File: config.mk
export PLATFORM = sky130hd
export DESIGN_NAME = ysyx_22041071_ifu
export DESIGN_NICKNAME = d
export VERILOG_FILES = /design/src/rtl/ysyx_22041071_ifu.sv
export SDC_FILE = /design/constraint.sdc
export NUM_CORES = 1
export LEC_CHECK = 0
export CORE_ASPECT_RATIO = 1.2
export CORE_UTILIZATION = 39
export CTS_CLUSTER_DIAMETER = 60
export CTS_CLUSTER_SIZE = 16
export DETAILED_ROUTE_END_ITERATION = 10
export PLACE_DENSITY = 0.69
export SYNTH_ARGS = -nofsm -noshare
export SYNTH_HDL_FRONTEND = slang
export SYNTH_SLANG_ARGS = --single-unit
File: constraint.sdc
create_clock -name clk -period 5.3 [get_ports clk]
set_input_delay 1.06 -clock clk [delete_from_list [all_inputs] [get_ports clk]]
set_output_delay 1.06 -clock clk [all_outputs]
set_load 0.05 [all_outputs]
File: src/rtl/ysyx_22041071_ifu.sv
// ---------------------------------------------------------------------------
// ysyx_22041071_ifu
//
// Instruction-fetch stage. It holds the PC, fetches 32-bit instructions from
// instruction memory over a req/rsp handshake, and drives the IF->ID
// valid/ready link. Decode (jal) and execute (branch/jalr) can redirect the
// PC. A redirect flushes every younger instruction this stage holds or still
// has in flight.
//
// Optional feature macro: YSYX_22041071_IFU_PERF_EN
//   When defined, this module adds two free-running performance counters and
//   their output ports. When undefined, those ports and counters are absent.
//
// Ports
//   clk             in   1       single clock, all state on posedge
//   reset           in   1       synchronous, active-high
//   imem_req_valid  out  1       fetch request valid
//   imem_req_ready  in   1       memory accepts the request this cycle
//   imem_addr       out  ADDR_W  fetch address, bits[1:0] always 0
//   imem_rsp_valid  in   1       response valid, one per accepted request, in order
//   imem_rsp_data   in   INS_W   fetched instruction
//   valid2          out  1       instruction to ID is valid
//   ready2          in   1       ID can accept
//   PC2             out  ADDR_W  PC of Ins1
//   Ins1            out  INS_W   instruction to ID
//   jump_en         in   1       ID jal redirect, honoured only when valid2&ready2
//   jump_pc         in   ADDR_W  ID jal target
//   redirect_en     in   1       EX redirect, honoured in every cycle
//   redirect_pc     in   ADDR_W  EX target
//   perf_fetch_cnt  out  64      (PERF_EN only) instructions handed to ID
//   perf_flush_cnt  out  32      (PERF_EN only) cycles with a redirect
// ---------------------------------------------------------------------------
module ysyx_22041071_ifu #(
    parameter int                ADDR_W   = 64,
    parameter int                INS_W    = 32,
    parameter logic [ADDR_W-1:0] RESET_PC = 64'h8000_0000
) (
    input  logic              clk,
    input  logic              reset,
    output logic              imem_req_valid,
    input  logic              imem_req_ready,
    output logic [ADDR_W-1:0] imem_addr,
    input  logic              imem_rsp_valid,
    input  logic [INS_W-1:0]  imem_rsp_data,
    output logic              valid2,
    input  logic              ready2,
    output logic [ADDR_W-1:0] PC2,
    output logic [INS_W-1:0]  Ins1,
    input  logic              jump_en,
    input  logic [ADDR_W-1:0] jump_pc,
    input  logic              redirect_en,
    input  logic [ADDR_W-1:0] redirect_pc
`ifdef YSYX_22041071_IFU_PERF_EN
    ,
    output logic [63:0]       perf_fetch_cnt,
    output logic [31:0]       perf_flush_cnt
`endif
);

    // S_REQ : ready to issue the next fetch
    // S_WAIT: one request outstanding, waiting for its response
    // S_FULL: the output register is stalled and the skid buffer is occupied
    typedef enum logic [1:0] {
        S_REQ  = 2'd0,
        S_WAIT = 2'd1,
        S_FULL = 2'd2
    } state_t;

    state_t            state_q, state_d;
    logic [ADDR_W-1:0] pc_q, pc_d;
    logic [ADDR_W-1:0] inflightPc_q, inflightPc_d;
    logic [ADDR_W-1:0] skidPc_q, skidPc_d;
    logic [INS_W-1:0]  skidIns_q, skidIns_d;
    logic              drop_q, drop_d;
    logic              valid2_q, valid2_d;
    logic [ADDR_W-1:0] pc2_q, pc2_d;
    logic [INS_W-1:0]  ins1_q, ins1_d;

    logic              fire;
    logic              redirAny;
    logic [ADDR_W-1:0] redirRaw;
    logic [ADDR_W-1:0] redirTarget;

    // Redirect decode. The jal from decode only counts on the cycle it is
    // actually handed over. The EX redirect belongs to an older instruction,
    // so it takes priority when both arrive in the same cycle. Targets are
    // forced word-aligned.
    always_comb begin
        fire        = valid2_q & ready2;
        redirAny    = redirect_en | (jump_en & fire);
        redirRaw    = redirect_en ? redirect_pc : jump_pc;
        redirTarget = {redirRaw[ADDR_W-1:2], 2'b00};
    end

    // Next-state logic for the fetch FSM and the output/skid registers.
    // A redirect overrides everything else. It loads the new PC, empties the
    // output and skid registers, and handles the in-flight request. If that
    // request's response has not arrived yet, drop_d is set so that the
    // response is thrown away when it does arrive.
    always_comb begin
        state_d        = state_q;
        pc_d           = pc_q;
        inflightPc_d   = inflightPc_q;
        skidPc_d       = skidPc_q;
        skidIns_d      = skidIns_q;
        drop_d         = drop_q;
        valid2_d       = valid2_q & ~fire;
        pc2_d          = pc2_q;
        ins1_d         = ins1_q;
        imem_req_valid = (state_q == S_REQ) & ~redirAny & ~reset;

        if (redirAny) begin
            pc_d      = redirTarget;
            valid2_d  = 1'b0;
            skidPc_d  = '0;
            skidIns_d = '0;
            case (state_q)
                S_WAIT: begin
                    if (imem_rsp_valid) begin
                        drop_d  = 1'b0;
                        state_d = S_REQ;
                    end else begin
                        drop_d  = 1'b1;
                    end
                end
                default: state_d = S_REQ;
            endcase
        end else begin
            case (state_q)
                S_REQ: begin
                    if (imem_req_valid & imem_req_ready) begin
                        inflightPc_d = pc_q;
                        state_d      = S_WAIT;
                    end
                end
                S_WAIT: begin
                    if (imem_rsp_valid) begin
                        if (drop_q) begin
                            drop_d  = 1'b0;
                            state_d = S_REQ;
                        end else begin
                            pc_d = inflightPc_q + ADDR_W'(4);
                            if (!valid2_q || ready2) begin
                                valid2_d = 1'b1;
                                pc2_d    = inflightPc_q;
                                ins1_d   = imem_rsp_data;
                                state_d  = S_REQ;
                            end else begin
                                skidPc_d  = inflightPc_q;
                                skidIns_d = imem_rsp_data;
                                state_d   = S_FULL;
                            end
                        end
                    end
                end
                S_FULL: begin
                    if (fire) begin
                        valid2_d = 1'b1;
                        pc2_d    = skidPc_q;
                        ins1_d   = skidIns_q;
                        state_d  = S_REQ;
                    end
                end
                default: state_d = S_REQ;
            endcase
        end
    end

    // State register with synchronous reset.
    always_ff @(posedge clk) begin
        if (reset) begin
            state_q      <= S_REQ;
            pc_q         <= RESET_PC;
            inflightPc_q <= '0;
            skidPc_q     <= '0;
            skidIns_q    <= '0;
            drop_q       <= 1'b0;
            valid2_q     <= 1'b0;
            pc2_q        <= '0;
            ins1_q       <= '0;
        end else begin
            state_q      <= state_d;
            pc_q         <= pc_d;
            inflightPc_q <= inflightPc_d;
            skidPc_q     <= skidPc_d;
            skidIns_q    <= skidIns_d;
            drop_q       <= drop_d;
            valid2_q     <= valid2_d;
            pc2_q        <= pc2_d;
            ins1_q       <= ins1_d;
        end
    end

    assign imem_addr = pc_q;
    assign valid2    = valid2_q;
    assign PC2       = pc2_q;
    assign Ins1      = ins1_q;

`ifdef YSYX_22041071_IFU_PERF_EN
    logic [63:0] perfFetch_q;
    logic [31:0] perfFlush_q;

    // Performance counters: one counts instructions accepted by decode, the
    // other counts redirect cycles. Both wrap naturally.
    always_ff @(posedge clk) begin
        if (reset) begin
            perfFetch_q <= '0;
            perfFlush_q <= '0;
        end else begin
            if (fire) begin
                perfFetch_q <= perfFetch_q + 64'd1;
            end
            if (redirAny) begin
                perfFlush_q <= perfFlush_q + 32'd1;
            end
        end
    end

    assign perf_fetch_cnt = perfFetch_q;
    assign perf_flush_cnt = perfFlush_q;
`endif

endmodule

Word-level counts from Yosys, hierarchy flattened
Cells that the tools add are included.
{"block": "classes", "eq_ne": 9, "n_bitwise": 12, "add_sub_neg": 1, "reduce_logical": 14, "muxes": 34}
{"op": "$mux W64", "count": 9}
{"op": "$mux W32", "count": 4}
{"op": "$pmux W64 S2", "count": 1}
{"op": "$add A64 B3 Y64 const B", "count": 1}
{"op": "$pmux W32 S2", "count": 1}
{"op": "$mux W2", "count": 8}
{"op": "$reduce_and A3 Y1", "count": 4}
{"op": "$mux W1", "count": 9}
{"op": "$ne A2 B2 Y1 const B", "count": 4}
{"op": "$and A1 B1 Y1", "count": 6}
{"op": "$pmux W2 S3", "count": 1}
{"op": "$reduce_and A6 Y1", "count": 1}
{"op": "$reduce_bool A2 Y1", "count": 3}
{"op": "$not A1 Y1", "count": 5}
{"op": "$reduce_and A4 Y1", "count": 1}
{"op": "$ne A3 B2 Y1 const B", "count": 1}
{"op": "$ne A3 B3 Y1 const B", "count": 1}
{"op": "$eq A2 B1 Y1 const B", "count": 1}
{"op": "$eq A2 B2 Y1 const B", "count": 1}
{"op": "$logic_not A2 Y1", "count": 1}
{"op": "$ne A2 B1 Y1 const B", "count": 1}
{"op": "$pmux W1 S2", "count": 1}
{"op": "$reduce_and A2 Y1", "count": 1}
{"op": "$reduce_or A2 Y1", "count": 1}
{"op": "3 further kinds", "count": 3}
{"block": "word_totals", "output_inout_bits": 162, "ff_bits": 324}

Depth between registers and ports, before layout
Gate-level depths: netlist of run 1.
{"block": "logic_depth", "depth_word": 10, "mapped_depth": 12, "mapped_depth_nobuf": 8}

Worst setup path after synthesis of run 1
OpenSTA, ideal clock, no wires.
{"block": "synth_timing", "kind": "input to output", "from": "input port redirect_en", "to": "output port imem_req_valid", "required_time_ps": 4240, "path_slack_ps": 2238, "path_stages": 5, "arrival_time_ps": 2002, "cell_sequence": "clkbuf_1 inv_1 nand2_1 nor2_1 and2_1"}
{"block": "synth_via", "elab_chain_len": 4}
{"item": "from (decl)", "line": "51", "source": "input logic redirect_en,"}
{"item": "$or A1 B1 Y1", "line": "90", "source": "redirAny = redirect_en | (jump_en & fire);"}
{"item": "$not A1 Y1 (no line)"}
{"item": "$and A1 B1 Y1 (2 in series)", "line": "110", "source": "imem_req_valid = (state_q == S_REQ) & ~redirAny & ~reset;"}
{"item": "to (decl)", "line": "40", "source": "output logic imem_req_valid,"}
No other way between the ends.

Worst setup path after layout of run 1
{"block": "layout_timing", "from": "input port ready2", "to": "output port imem_req_valid"}
{"block": "layout_via", "elab_chain_len": 6}
{"item": "from (decl)", "line": "46", "source": "input logic ready2,"}
{"item": "$and A1 B1 Y1", "line": "89", "source": "fire = valid2_q & ready2;"}
{"item": "$and A1 B1 Y1", "line": "90"}
{"item": "$or A1 B1 Y1", "line": "90"}
{"item": "$not A1 Y1 (no line)"}
{"item": "$and A1 B1 Y1 (2 in series)", "line": "110"}
No other way between the ends.

==> summary.md, run 1 <==
| Metric | Value |
|---|---|
| Clock transition at path regs | `0.07 ns` |
| Mapped Nets | `between 1500 and 2000` |
| Max Slew Vio Count | `0` |
| Worst Clk Skew | `0.01333 ns` |
| CP max FO | `6` |
| Post-synth top flop | `dfxtp_1` |
| Switching power | `1320 µW` |
| P_leak | `0.005635 µW` |
| Flop pwr share | `slightly above 50%` |
| Area growth, synth to finish | `29.60%` |
| Worst Setup End Kind | `primary output` |
| Syn Inst Count | `between 1500 and 2000` |
| GRT Total Usage | `between 20% and 30%` |
| Die Area | `37420 µm²` |
| Status | `finished clean` |
| Row cnt | `76` |
| DRC viols | `0` |
| Hold path startpoint | `skidPc_q[17]$_SDFFE_PP0P_` |
| Fill cells | `3395` |
| Vias in the first global route | `~13000` |
| CP required | `roughly 4.2 ns` |
| Buffers inserted by post-CTS timing repair | `0` |
| Post-synth EDFFs | `0` |
| GP Congestion | `0.8037` |
| Sw frac | `26.07%` |
| Worst path max stage delay | `approximately 0.56 ns` |
| HP Class | `reg2reg` |
| CTS Buf Count | `26` |
| Avg Inst Size Synth | `8.456 µm²` |
| Max clock buf depth | `3` |
| Critical path type | `in2out` |
| Ordered cell list for the critical path | `clkdlybuf4s50_1 -> nand3_1 -> nand2_1 -> nor2_1 -> and2_1 -> buf_12` |
| Hold_buf cts | `0` |
| Tmin final | `3.743 ns` |
| Max Cap Viol | `0` |
| Sequential share of the synthesized area | `45.39%` |
| First-pass DRT Iterations | `5` |
| Die width | `roughly 180 µm` |
| Synth Register Bits | `324` |
| Post-synthesis cell type count | `47` |
| Initial antenna violation count | `4` |
| Setup violators final | `0` |
| RSZ-0062 raised after global routing | `no` |
| Initial DRC Count | `about 1000` |
| Reg2reg setup slack | `2.10 ns` |
| Routed WL | `44130 µm` |
| Critical path arrival | `2.68 ns` |
| Via count | `roughly 13000` |
| VDD IR-drop max | `0.0002152 V` |
| Clock Latency Late Sink | `0.54 ns` |
| Root buf cell | `clkbuf_16` |
| Hold endpoint | `skidPc_q[17]$_SDFFE_PP0P_` |
| Vias/cell | `about 5.5` |
| Starting density of the core | `39.65%` |
| Slew headroom | `24.73%` |
| Setup TNS | `0 ns` |
| Hpwl dp | `28720 µm` |
| CTS tree | `done` |
| Total grt overflow | `0` |
| Synth Cell Area | `14290 µm²` |
| Resize count post-CTS | `0` |
| Largest net degree at the start of global routing | `126` |
| Cell Int Power | `approximately 3700 µW` |
| Fin area | `18520 µm²` |
| CP Launch Type | `input pin` |
| Non-Filler Instances | `between 2000 and 2500` |
| Clock network power share | `36.8%` |
| I/O pins | `329` |
| R2R depth | `8` |
| ANT nets after route | `0` |
| # clock sinks | `324` |
| Pwr/cell area | `approximately 270 nW/µm²` |
| Final hold vios | `0` |
| Fmax | `about 270 MHz` |
| Worst r2r src | `state_q[0]$_SDFFE_PP0P_` |
| Placed cells | `~2400` |
| Port buffer count | `between 300 and 400` |
| Hold path depth | `2` |
| H-tree Lvls | `1` |
| First-pass GRT wire length | `approximately 70000 µm` |
| Die height | `211.7 µm` |
| Net count, final | `around 2100` |
| Reg2reg end | `state_q[1]$_SDFFE_PP0P_` |
| Worst-margin pin slew | `1.125 ns` |
| Share of cells above drive strength 1 | `4.380%` |
| Async SR Flop Fraction | `0%` |
| Syn. warnings | `0` |
| Crit share post-route | `70.62%` |
| Max stage delay cell, worst path | `clkdlybuf4s50_1` |
| DP Area | `about 18000 µm²` |
| Core Box Area | `36040 µm²` |
| DR WL/cell | `18.47 µm` |
| Combinational share of power | `12.6%` |
## registers in the layout, summed over array words and instances, names as in the netlist
signal,cells
Ins1,32
PC2,64
drop_q,1
imem_addr,64
inflightPc_q,64
skidIns_q,32
skidPc_q,64
state_q,2
valid2,1
## cells in the mapped netlist, types with 2 or more instances
master | number | area, µm²
nand2b_1 | 62 | 387.9
nor4_4 | 4 | 85.08
and4_1 | 3 | 26.28
xnor2_1 | 40 | 350.3
inv_1 | 12 | 45.04
a221o_1 | 41 | 410.4
nand3_1 | 27 | 135.1
nor4_2 | 6 | 75.07
xor2_1 | 20 | 175.2
and2_1 | 3 | 18.77
a22oi_1 | 18 | 135.1
and3_1 | 10 | 62.56
a221oi_1 | 12 | 105.1
buf_2 | 35 | 175.2
nand4_2 | 3 | 37.54
nor2_1 | 155 | 581.8
o21ai_0 | 103 | 515.5
o31ai_1 | 6 | 45.04
o22ai_1 | 46 | 287.8
nor3_2 | 2 | 20.02
nor3_1 | 2 | 10.01
a21oi_1 | 114 | 570.6
dfxtp_1 | 324 | 6486
nand4_1 | 16 | 100.1
a211oi_1 | 98 | 735.7
buf_1 | 11 | 41.29
clkbuf_1 | 101 | 379.1
ha_1 | 5 | 62.56
mux2i_1 | 96 | 960.9
nand2_1 | 293 | 1100
nor4_1 | 6 | 37.54
## cell families (layout without fill, tap and decap cells)
kind of cell	after synthesis	after routing	synth area share, %
XOR/XNOR	60	60	3.677
multiplexers	96	96	6.724
adder cells (fa/ha/maj)	5	5	0.4378
buffers and inverters	161	389	4.570
flip-flops	324	324	45.39
AND/OR/NAND/NOR	602	602	19.32
AO/OA/AOI/OAI	442	442	19.88
other	0	3	0
## metal layers
metal / global-route usage, % / routed length [µm]
met1: 29.41 / 18960
met2: 40.37 / 21500
met3: 3.323 / 2754
met4: 6.213 / 896
met5: 0 / 13
## critical path, delay by kind of cell
kind,cells,cell delay (ns)
and+or+nand+nor,4,0.91
buffers and inverters,2,0.71
## power by group through the flow
| stage | Sequential (µW) | Combinational (µW) | Clock [µW] |
|---|---|---|---|
| 2_1_floorplan | 2760 | 206 | 0 |
| 3_3_place_gp | 2620 | 630 | 0 |
| 3_5_place_dp | 2620 | 635 | 0 |
| 4_1_cts | 2560 | 638 | 1900 |
| 5_1_grt | 2570 | 677 | 2000 |
| 6_report | 2560 | 636 | 1860 |
## placed cells by master, fill, tap and decap left out, drive strengths merged, types with 12 or more instances in the layout
master | Yosys | layout
nor4 | 16 | 16
mux2i | 96 | 96
a211oi | 98 | 98
a221oi | 12 | 12
clkdlybuf4s50 | 0 | 321
a21oi | 114 | 114
inv | 12 | 15
dfxtp | 324 | 324
o21ai | 103 | 103
o22ai | 46 | 46
xor2 | 20 | 20
nor2 | 156 | 156
nand4 | 19 | 19
nand3 | 29 | 29
nand2b | 62 | 62
a22oi | 18 | 18
xnor2 | 40 | 40
buf | 47 | 20
nand2 | 294 | 294
clkbuf | 102 | 29
a221o | 41 | 41
## metrics by stage
stage / utilization, % / hold WS [ns] / total power [µW] / setup WS, ns
final: 51.39 / 0.4551 / 5063 / 1.557
after global routing: 51.39 / 0.4693 / 5248 / 1.458
after CTS: 51.37 / 0.4556 / 5105 / 1.566
after detailed placement: 49.26 / 0.4463 / 3255 / 1.525
after global placement: 49.26 / 0.4408 / 3248 / 1.539
after floorplan: - / 0.4360 / 2961 / 2.238
## worst max-delay path by stage
| stage | slack [ns] | end | startpoint |
|---|---|---|---|
| final | 1.56 | imem_req_valid | ready2 |
| after global placement | 1.54 | imem_addr[10]$_SDFFE_PP0P_ | imem_rsp_valid |
| after detailed placement | 1.53 | imem_addr[30]$_SDFFE_PP0P_ | imem_rsp_valid |
| after floorplan | 2.24 | imem_req_valid | redirect_en |
| after global routing | 1.46 | imem_req_valid | ready2 |
| after CTS | 1.57 | imem_req_valid | ready2 |
## area by class of cell
type / instances / area [µm²] / area share, %
repair buffers: 341 / 3430 / 18.52
inverters: 12 / 45.04 / 0.2432
well taps: 468 / 585.6 / 3.162
diodes: 3 / 7.507 / 0.04053
multi-input cells: 1205 / 7206 / 38.90
flip-flops and latches: 324 / 6486 / 35.02
clock inverters: 7 / 78.83 / 0.4256
clock buffers: 29 / 683.2 / 3.688
(Power assumes the default switching activity.)
==> inputs of run 2 (changes only) <==
Clock period 5.3 ns to 3.6 ns, I/O delays scaled along.
==> run 2 against run 1 <==
Compared with the run above:
- combinational power grew 48%
- cell area grew 1.1%
- clock skew grew 0.018 ns
- hold slack lost 0.00074 ns
- count of clock-buffer cells in the layout grew 3
- worst setup slack lost 0.96 ns
- critical endpoint unchanged
==> summary.md, run 2 (synthesized netlist as in run 1, its figures left out) <==
| Metric | Value |
|---|---|
| First-pass GRT wire length | `68920 µm (was 69100 µm)` |
| Total grt overflow | `0 (unchanged)` |
| Status | `finished clean (unchanged)` |
| Initial antenna violation count | `2 (was 4)` |
| Largest net degree at the start of global routing | `95 (was 126)` |
| Pwr/cell area | `402.6 nW/µm² (was 273.3 nW/µm²)` |
| Slew headroom | `25.58% (was 24.73%)` |
| Initial DRC Count | `828 (was 1004)` |
| Max clock buf depth | `3 (unchanged)` |
| CTS tree | `done (unchanged)` |
| DP Worst Slack | `0.4672 ns (was 1.525 ns)` |
| Hold_buf cts | `0 (unchanged)` |
| Worst r2r src | `inflightPc_q[11]$_SDFFE_PP0P_ (was state_q[0]$_SDFFE_PP0P_)` |
| CP max FO | `6 (unchanged)` |
| Critical path type | `in2out (unchanged)` |
| Net count, final | `2097 (was 2082)` |
| Buffers inserted by post-CTS timing repair | `0 (unchanged)` |
| Worst-margin pin slew | `1.115 ns (was 1.125 ns)` |
| CP required | `2.88 ns (was 4.24 ns)` |
| Reg2reg end | `imem_addr[62]$_SDFFE_PP0P_ (was state_q[1]$_SDFFE_PP0P_)` |
| GRT met3 Usage | `2.945% (was 3.323%)` |
| Setup violators final | `0 (unchanged)` |
| Final hold vios | `0 (unchanged)` |
| First-pass DRT Iterations | `5 (unchanged)` |
| Max Cap Viol | `0 (unchanged)` |
| Area of the multi-input gates | `7206 µm² (unchanged)` |
| Met2 usage | `40.41% (was 40.37%)` |
| GRT Total Usage | `23.14% (was 23.09%)` |
| GP Congestion | `0.8417 (was 0.8037)` |
| DR WL/cell | `18.43 µm (was 18.47 µm)` |
| Critical path arrival | `2.28 ns (was 2.68 ns)` |
| CP Launch Type | `input pin (unchanged)` |
| Worst Setup End Kind | `primary output (unchanged)` |
| VDD IR-drop max | `0.0003002 V (was 0.0002152 V)` |
| Setup TNS | `0 ns (unchanged)` |
| I/O pins | `329 (unchanged)` |
| Hold endpoint | `skidPc_q[11]$_SDFFE_PP0P_ (was skidPc_q[17]$_SDFFE_PP0P_)` |
| Crit share post-route | `83.43%` |
| Clock Latency Late Sink | `0.56 ns (was 0.54 ns)` |
| Hpwl dp | `29620 µm (was 28720 µm)` |
| Starting density of the core | `39.65% (unchanged)` |
| HP Class | `reg2reg (unchanged)` |
| Root buf cell | `clkbuf_16 (unchanged)` |
| Core Box Area | `36040 µm² (unchanged)` |
| Die Area | `37420 µm² (unchanged)` |
| Resize count post-CTS | `0 (unchanged)` |
| # clock sinks | `324 (unchanged)` |
| CTS Buf Count | `27 (was 26)` |
| Max Slew Vio Count | `0 (unchanged)` |
| H-tree Lvls | `1 (unchanged)` |
| Hold path depth | `2 (unchanged)` |
| RSZ-0062 raised after global routing | `no (unchanged)` |
| Via count | `13110 (was 13100)` |
| Fmax | `roughly 330 MHz` |
| R2R depth | `6 (was 8)` |
| Register area | `6486 µm² (unchanged)` |
| Die height | `211.7 µm (unchanged)` |
| Commonest non-fill, non-tap cells in the layout | `dfxtp_1, clkdlybuf4s50_1, nand2_1, nor2_1, a21oi_1 (unchanged)` |
| Routed WL | `44330 µm (was 44130 µm)` |
| Worst Clk Skew | `0.03144 ns (was 0.01333 ns)` |
| ANT nets after route | `0 (unchanged)` |
| Port buffer count | `324 (unchanged)` |
| Clock transition at path regs | `0.06 ns (was 0.07 ns)` |
| Reg2reg setup slack | `0.81 ns (was 2.10 ns)` |
| Area growth, synth to finish | `30.98% (was 29.60%)` |
| P_leak | `0.005730 µW (was 0.005635 µW)` |
| GR Util met1 | `29.58% (was 29.41%)` |
| Row cnt | `76 (unchanged)` |
| Hold path startpoint | `skidPc_q[11]$_SDFFE_PP0P_ (was skidPc_q[17]$_SDFFE_PP0P_)` |
| Most common cell after layout, fill and taps aside | `dfxtp_1 (unchanged)` |
| Vias in the first global route | `12610 (was 12650)` |
| Vias/cell | `5.449 (was 5.484)` |
| Die width | `176.7 µm (unchanged)` |
| DRC viols | `0 (unchanged)` |
| Tmin final | `roughly 3 ns` |
| Setup ws final | `0.5967 ns (was 1.557 ns)` |
| Fill cells | `3324 (was 3395)` |
| Share of cells above drive strength 1 | `5.320% (was 4.380%)` |
| GRT busiest layer | `met2 (unchanged)` |
-- run 2: cell types whose count changed in the layout (fill, tap and decap cells not counted) --
cell        before  now
clkinv_2         1    0
clkbuf_8         0    4
clkinvlp_4       2    5
bufinv_16        1    0
diode_2          3    2
clkinv_8         0    1
clkbuf_1         2    1
buf_12           5    9
buf_4           14   24
inv_8            1    0
-- run 2: metal layers --
| metal | vias up | wire [µm] |
|---|---|---|
| met5 | - | 0 |
| met4 | 0 | 904 |
| met3 | 52 | 2584 |
| met2 | 439 | 21710 |
| met1 | 6225 | 19140 |
| li1 | 6394 | - |
-- run 2: cell type report --
| class | count | area share (%) |
|---|---|---|
| diodes | 2 | 0.02674 |
| clock buffers | 32 | 3.924 |
| clock inverters | 8 | 0.3810 |
| inverters | 12 | 0.2406 |
| multi-input cells | 1205 | 38.50 |
| flip-flops and latches | 324 | 34.65 |
| well taps | 468 | 3.128 |
| repair buffers | 355 | 19.15 |
-- run 2: worst max path at each step --
stage | startpoint | end | slack, ns | cells past startpoint
after floorplan | redirect_en | imem_req_valid | 1.22 | 5
after global placement | imem_rsp_valid | PC2[53]$_SDFFE_PP0P_ | 0.57 | 8
after detailed placement | imem_rsp_valid | PC2[53]$_SDFFE_PP0P_ | 0.47 | 8
after CTS | ready2 | imem_req_valid | 0.61 | 6
after global routing | ready2 | imem_req_valid | 0.50 | 6
final | ready2 | imem_req_valid | 0.60 | 6
-- run 2: critical path, cell delays in order --
cell             delay, ns
clkdlybuf4s50_1       0.53
nand3_1               0.25
nand2_1               0.30
nor2_1                0.12
and2_1                0.21
buf_12                0.15
-- run 2: report_power, final --
part / leakage [µW] / total [µW] / internal [µW] / switching [µW]
combinational: 0.00272 / 943 / 413 / 531
sequential: 0.00263 / 3780 / 3670 / 101
clock: 0.000379 / 2820 / 1450 / 1360
-- run 2: through the flow --
step                      std cells  instance area, µm²  hold WS (ns)  power (µW)  util [%]
final                          2406               18720        0.4544        7535     51.94
after floorplan                1690               14290        0.4360        4360         -
after detailed placement       2364               17910        0.4461        4800     49.69
after global routing           2406               18720        0.4692        7802     51.94
after CTS                      2404               18710        0.4553        7602     51.92
after global placement         2364               17910        0.4407        4790     49.69
